File: config.mk
export PLATFORM = sky130hd
export DESIGN_NAME = v850_seq_ctrl
export DESIGN_NICKNAME = d
export VERILOG_FILES = /design/src/rtl/v850_seq_ctrl.sv
export SDC_FILE = /design/constraint.sdc
export NUM_CORES = 1
export LEC_CHECK = 0
export CAP_MARGIN = 30
export CORE_UTILIZATION = 43
export CTS_CLUSTER_SIZE = 12
export DETAILED_ROUTE_END_ITERATION = 16
export GPL_TIMING_DRIVEN = 1
export PLACE_DENSITY = 0.9
export RECOVER_POWER = 100
export SLEW_MARGIN = 15
export SYNTH_ARGS = -nofsm -noshare
export SYNTH_HDL_FRONTEND = slang
export SYNTH_SLANG_ARGS = --single-unit
File: constraint.sdc
create_clock -name clk -period 2.85 [get_ports clk]
set_input_delay 0.4275 -clock clk [delete_from_list [all_inputs] [get_ports clk]]
set_output_delay 0.4275 -clock clk [all_outputs]
set_load 0.03 [all_outputs]
File: src/rtl/v850_seq_ctrl.sv
// Multi-cycle instruction sequencer for the V850 core: FETCH/DECODE/EXEC/MEM/WB stepping,
// program counter ownership, EI-level interrupt entry and HALT/illegal-stop handling.
module v850_seq_ctrl #(
  parameter logic [31:0] RESET_VECTOR = 32'h0000_0000,
  parameter logic [31:0] EI_BASE      = 32'h0000_0080
) (
  input  logic        clk,
  input  logic        rst_n,
  output logic        fetch_req,
  output logic [31:0] fetch_addr,
  input  logic        fetch_ack,
  output logic        dec_en,
  input  logic [1:0]  dec_len,
  input  logic        dec_mem,
  input  logic        dec_halt,
  output logic        exe_en,
  input  logic        br_taken,
  input  logic [31:0] br_target,
  output logic        mem_req,
  input  logic        mem_ack,
  output logic        wb_en,
  input  logic        ei_req,
  input  logic [7:0]  ei_code,
  input  logic        psw_id,
  input  logic        psw_np,
  output logic        ei_ack,
  output logic        eipc_we,
  output logic        eipsw_we,
  output logic [31:0] eipc_o,
  output logic        psw_id_set,
  output logic [31:0] pc,
  output logic        halted,
  output logic        illegal
);

  typedef enum logic [3:0] {
    ST_RST, ST_FETCH, ST_DECODE, ST_EXEC, ST_MEM, ST_WB, ST_EXC, ST_HALT, ST_STOP
  } state_t;

  state_t      state_q, state_d;
  logic [25:1] pc_q;
  logic [25:1] npc_q;
  logic [1:0]  len_q;
  logic        mem_q;
  logic        halt_q;
  logic        illegal_q;

  logic        int_ok;
  logic [2:0]  step_units;
  logic [25:0] seq_pc;
  logic [25:0] vec_pc;
  logic        unused_bits;

  assign int_ok     = ei_req & ~psw_id & ~psw_np;
  assign step_units = {1'b0, len_q} + 3'd1;
  // Only 26 address bits exist; the increment wraps there and bit 25 sign-extends.
  assign seq_pc     = {pc_q, 1'b0} + {22'd0, step_units, 1'b0};
  assign vec_pc     = EI_BASE[25:0] + {14'd0, ei_code, 4'b0000};
  assign unused_bits = ^{br_target[31:26], br_target[0], seq_pc[0], vec_pc[0]};

  assign pc         = {{6{pc_q[25]}}, pc_q, 1'b0};
  assign fetch_addr = pc;
  assign illegal    = illegal_q;

  // NOTE: every output and state_d gets a default first so no path through the case infers a latch.
  always_comb begin
    state_d    = state_q;
    fetch_req  = 1'b0;
    dec_en     = 1'b0;
    exe_en     = 1'b0;
    mem_req    = 1'b0;
    wb_en      = 1'b0;
    ei_ack     = 1'b0;
    eipc_we    = 1'b0;
    eipsw_we   = 1'b0;
    psw_id_set = 1'b0;
    eipc_o     = 32'd0;
    halted     = 1'b0;
    unique case (state_q)
      ST_RST:    state_d = ST_FETCH;
      ST_FETCH: begin
        fetch_req = 1'b1;
        if (fetch_ack) state_d = ST_DECODE;
      end
      ST_DECODE: begin
        dec_en  = 1'b1;
        state_d = (dec_len == 2'd3) ? ST_STOP : ST_EXEC;
      end
      ST_EXEC: begin
        exe_en  = 1'b1;
        state_d = mem_q ? ST_MEM : ST_WB;
      end
      ST_MEM: begin
        mem_req = 1'b1;
        if (mem_ack) state_d = ST_WB;
      end
      ST_WB: begin
        wb_en = 1'b1;
        if (int_ok)      state_d = ST_EXC;
        else if (halt_q) state_d = ST_HALT;
        else             state_d = ST_FETCH;
      end
      ST_EXC: begin
        ei_ack     = 1'b1;
        eipc_we    = 1'b1;
        eipsw_we   = 1'b1;
        psw_id_set = 1'b1;
        eipc_o     = pc;
        state_d    = ST_FETCH;
      end
      ST_HALT: begin
        halted = 1'b1;
        if (int_ok) state_d = ST_EXC;
      end
      ST_STOP:   halted = 1'b1;
      default:   state_d = ST_RST;
    endcase
  end

  // NOTE: sequential state uses non-blocking assignments so every register samples pre-edge values.
  always_ff @(posedge clk or negedge rst_n) begin
    if (!rst_n) begin
      state_q   <= ST_RST;
      pc_q      <= RESET_VECTOR[25:1];
      npc_q     <= RESET_VECTOR[25:1];
      len_q     <= 2'd0;
      mem_q     <= 1'b0;
      halt_q    <= 1'b0;
      illegal_q <= 1'b0;
    end else begin
      state_q <= state_d;
      unique case (state_q)
        ST_DECODE: begin
          len_q  <= dec_len;
          mem_q  <= dec_mem;
          halt_q <= dec_halt;
          if (dec_len == 2'd3) illegal_q <= 1'b1;
        end
        ST_EXEC: npc_q <= br_taken ? br_target[25:1] : seq_pc[25:1];
        ST_WB:   pc_q  <= npc_q;
        ST_EXC:  pc_q  <= vec_pc[25:1];
        default: ;
      endcase
    end
  end

endmodule
# Yosys cells after proc, flatten, opt, wreduce, memory -nomap -nowiden
# Index checks and enable logic that the tools add are counted.
[word_totals]
inputBits = 52
ff_bits = 59
out_inout_bits = 107
[op_classes]
n_reduce_logical = 6
n_mux = 18
bitwise = 5
add_sub_neg = 3
n_eq_ne = 12
[ops]
columns = ["operator", "n"]
rows = [
  ["$pmux 25 s2", 1],
  ["$mux 32", 1],
  ["$pmux 4 s8", 1],
  ["$add 26x4->26", 1],
  ["$mux 25", 1],
  ["$eq 4x3->1 const B", 4],
  ["$mux 4", 4],
  ["$add 8x12->13 const A", 1],
  ["$eq 4x2->1 const B", 2],
  ["$mux 1", 8],
  ["$mux 3", 2],
  ["$ne 2x2->1 const B", 3],
  ["$eq 4x1->1 const B", 1],
  ["$eq 4x4->1 const B", 1],
  ["$logic_not 4->1", 1],
  ["$reduce_and 4->1", 1],
  ["$reduce_or 2->1", 2],
  ["$add 2x1->3 const B", 1],
  ["$not 1->1", 3],
  ["$and 1x1->1", 2],
  ["$eq 2x2->1 const B", 1],
  ["$reduce_and 2->1", 1],
  ["$reduce_bool 2->1", 1],
]

# Depth between registers and ports, before layout
[depth]
depth_word = 5
ltp_mapped = 9
mapped_depth_nobuf = 9

# Worst setup path after synthesis
# No wires, ideal clock.
[synth_path]
path_type = "register to register"
startpoint = "register pc_q[1] in the netlist's numbering"
endpoint = "register npc_q[25] in the netlist's numbering"
stages_incl_launch_ff = 9
n_path_buf = 0
path_slack_ns = 0.676
synth_period_minus_slack_ns = 2.174
setup_ns = 0.082
arrival_ns = 2.092
required_ns = 2.768
cell_sequence = "dfrtp_1 -> ha_1 -> inv_1 -> fa_1 -> nor2b_1 -> o211a_1 -> nand4_1 -> xor2_1 -> o22ai_1"
[synth_via]
elab_chain_cells = 2
[synth_lines]
columns = ["element", "line_no", "rtl"]
rows = [
  ["from (decl)", "41", "logic [25:1] pc_q;"],
  ["from (signal assigned)", "124", "pc_q <= RESET_VECTOR[25:1];"],
  ["from (signal assigned)", "140", "ST_WB: pc_q <= npc_q;"],
  ["from (signal assigned)", "141", "ST_EXC: pc_q <= vec_pc[25:1];"],
  ["$add 26x4->26", "57", "assign seq_pc = {pc_q, 1'b0} + {22'd0, step_units, 1'b0};"],
  ["$mux 25", "139", "ST_EXEC: npc_q <= br_taken ? br_target[25:1] : seq_pc[25:1];"],
  ["to (signal assigned)", "125", "npc_q <= RESET_VECTOR[25:1];"],
  ["to (signal assigned)", "139", ""],
  ["to (decl)", "42", "logic [25:1] npc_q;"],
]
# Every way passes these cells.
# A chain may end at the register's enable or synchronous reset.

# Final worst setup path
[layout_path]
startpoint = "register state_q[3]"
endpoint = "output port eipc_o[19]"
[layout_via]
elab_chain_cells = 2
[layout_lines]
columns = ["element", "line_no", "rtl"]
rows = [
  ["from (decl)", "40", "state_t state_q, state_d;"],
  ["from (signal assigned)", "131", "state_q <= state_d;"],
  ["$eq 4x3->1", "79", "unique case (state_q)"],
  ["$mux 32", "79", ""],
  ["to (decl)", "29", "output logic [31:0] eipc_o,"],
]
# Every way passes these cells.

==> results.txt <==
Synth Flop Type - dfrtp_1
WP data required - 2420 ps
Antenna cells - 0
Power Density - 1180 mW/mm2
Reg2Reg Depth - 5
Syn_area_per_cell - 8.98 um2
Final setup fails - 0
Flops & latches, synth - 59
Number of synthesized flops with an enable pin - 0
CP startpoint kind - register
Met3 Track Usage GR - 0.0678
Sequential element share of the synthesized area - 0.391
TritonCTS clock tree - done
Post-Synthesis Cells - 420
Vias in the first global route - 3317
# rows - 33
Max Root-Sink Buffers - 2
CTS clk-pin slew, worst paths - 70 ps
Ratio of cells with drive above 1 in the final layout - 0.0977
GR Layer Usage met1 - 0.276
GRT Resource Usage Total - 0.231
Status - finished, final reports clean
CP endpoint kind - primary output
Slew @ Worst Pin - 1340 ps
Initial antenna violation count - 0
Post-synth top area share - 0.391
Area occupied by registers - 0.00148 mm2
Hold Crit Class - in2async
RSZ-0062 raised after global routing - no
Worst skew pair latency - 350 ps
Synth-to-Final Area Change - 33.1%
Most Crowded Layer GR - met2
Nets@finish - 575
PostCTS Resize Cnt - 0
Worst relative slew slack - 0.103
Synth warn - 0
Max VDD drop - 0.000627 V
Fin util - 0.602
Core footprint - 0.00834 mm2
CP cell instances - nand2b_1, nor3_1, dlygate4sd3_1
GR Util met2 - 0.398
Clock root cell - clkbuf_8
TritonCTS buffer count - 9
Area contributors post-synth - dfrtp_1 (39%), buf_4 (9.7%), and2_1 (4.1%)
Post-synth top area cell - dfrtp_1
H-tree depth - 3
Initial DRC count - 196
Postcts setup bufs - 0
Largest net degree at the start of global routing - 43
Vias/cell - 5.64
Asr flop ratio synth - 1.00
Hold bufs inserted after CTS - 0
Placer Congestion - 0.868
Mapped cell area - 0.00377 mm2
Top-count cell post-synth - dfrtp_1
Final Cycle Share - 0.953
Full die area - 0.00915 mm2
WL final - 10.3 mm
Crit path DAT - 2290 ps
DRC viols - 0
Total gr overflow - 0
Final Max Slew Viols - 0
Setup TNS - 0 ps
Fmax - 368 MHz
Die Y - 95.7 um
FILL cells - 726
CTS sink count - 59
First-pass GRT wire length - 16.1 mm
Crit-path max FO - 10
Synth cell count leaders - dfrtp_1 (59), buf_4 (49), nand2_1 (35)
Slowest stage delay, CP - 790 ps
Kind of critical path - reg2out
# Max-Cap Violations - 0
DR pass1 iterations - 5
Wirelength per Cell - 16.5 um
Die W - 95.7 um
Final min period - 2710 ps
Ports - 159
Leak - 2.24 nW
Clock skew - 11.0 ps
Hold Fails Final Rpt - 0
Slowest CP cell - dlygate4sd3_1
Synth unique cells - 55
Post-DP HPWL - 7.26 mm
R2r setup slk - 320 ps
Final antenna-violating net count - 0
Initial Util - 0.452
DR vias - 3534
Port Buffers - 148
Area occupied by multi-input gates - 0.00177 mm2
## layout make-up
class	instances	share of cell area
multi-input combinational	279	0.352
sequential	59	0.294
inverter	9	0.00673
clock inverter	4	0.0147
tap	105	0.0262
timing repair buffer	159	0.277
clock buffer	12	0.0289
## layout by cell type, fill, tap and decap left out, types with 2 or more instances in the layout
cell,n
and2_1,14
dlygate4sd3_1,70
mux2i_1,6
bufinv_16,2
o21ai_1,7
a221o_1,2
clkbuf_2,11
o21a_1,2
ha_1,5
inv_1,8
nor2_1,18
nor3_1,15
nand3_1,19
and2_0,11
o21ai_0,16
a21oi_1,21
and3_1,6
a22oi_1,4
a22o_1,17
buf_4,20
o22ai_1,8
clkdlybuf4s50_1,43
and4_1,4
nand2b_1,4
a211oi_1,2
conb_1,3
dfrtp_1,59
nor2b_1,3
clkbuf_1,17
a221oi_1,2
xnor2_1,10
mux2_1,3
nor4_1,2
nand4_1,4
nand2_1,35
nor3b_1,3
or3_1,2
o211ai_1,4
clkbuf_8,10
xor2_1,9
## cells by family (layout without fill, tap and decap cells)
logic type | Yosys count | in the layout | share of synthesized area
flip-flops | 59 | 59 | 0.391
other | 1 | 3 | 0.000994
buffers and inverters | 84 | 184 | 0.137
AND/OR/NAND/NOR | 144 | 144 | 0.203
AO/OA/AOI/OAI | 98 | 98 | 0.177
adder cells (fa/ha/maj) | 6 | 6 | 0.0219
multiplexers | 9 | 9 | 0.0249
XOR/XNOR | 19 | 19 | 0.0441
## layer usage
metal,routed length (um),share of wire,vias to the layer above
met5,0,0,-
met2,5020,0.49,195
met3,988,0.096,17
li1,-,-,1625
met4,156,0.015,0
met1,4180,0.40,1697
## power by group
group | internal, mW | total [mW] | switching (mW) | leakage, nW
clock | 0.517 | 0.858 | 0.342 | 0.111
combinational | 1.30 | 3.35 | 2.05 | 1.41
sequential | 1.24 | 1.73 | 0.493 | 0.722
total | 3.06 | 5.94 | 2.89 | 2.24
## critical path: cells and delay by family, from the launching register on
kind	cells	cell delay, ps
buffers and inverters	1	790
flip-flops	1	480
AND/OR/NAND/NOR	2	670
## final timing paths
| check | from | endpoint |
|---|---|---|
| worst max-delay path | state_q[3] | eipc_o[19] |
| max in group asynchronous | rst_n | npc_q[5] |
| worst min-delay path | rst_n | pc_q[16] |
| worst min register to register | npc_q[5] | npc_q[5] |
| min in group clk | npc_q[5] | npc_q[5] |
| worst max register to register | state_q[3] | pc_q[11] |
## state kept, by name, indices dropped and copies added (netlist names)
name / flops
npc_q: 25
pc_q: 25
state_q: 4
len_q: 2
halt_q: 1
illegal: 1
mem_q: 1
## through the flow
| stage | cell area (um2) | hold WS, ps | std cells | total power, mW | setup slack (ps) |
|---|---|---|---|---|---|
| after floorplan | 3780 | 132 | 422 | 4.26 | 676 |
| after global placement | 4900 | 460 | 610 | 5.18 | 527 |
| after detailed placement | 4900 | 476 | 610 | 5.31 | 461 |
| after CTS | 5110 | 248 | 626 | 6.19 | 174 |
| after global routing | 5020 | 343 | 627 | 6.30 | 60.1 |
| final | 5020 | 233 | 627 | 5.94 | 135 |
(Power assumes the default switching activity.)
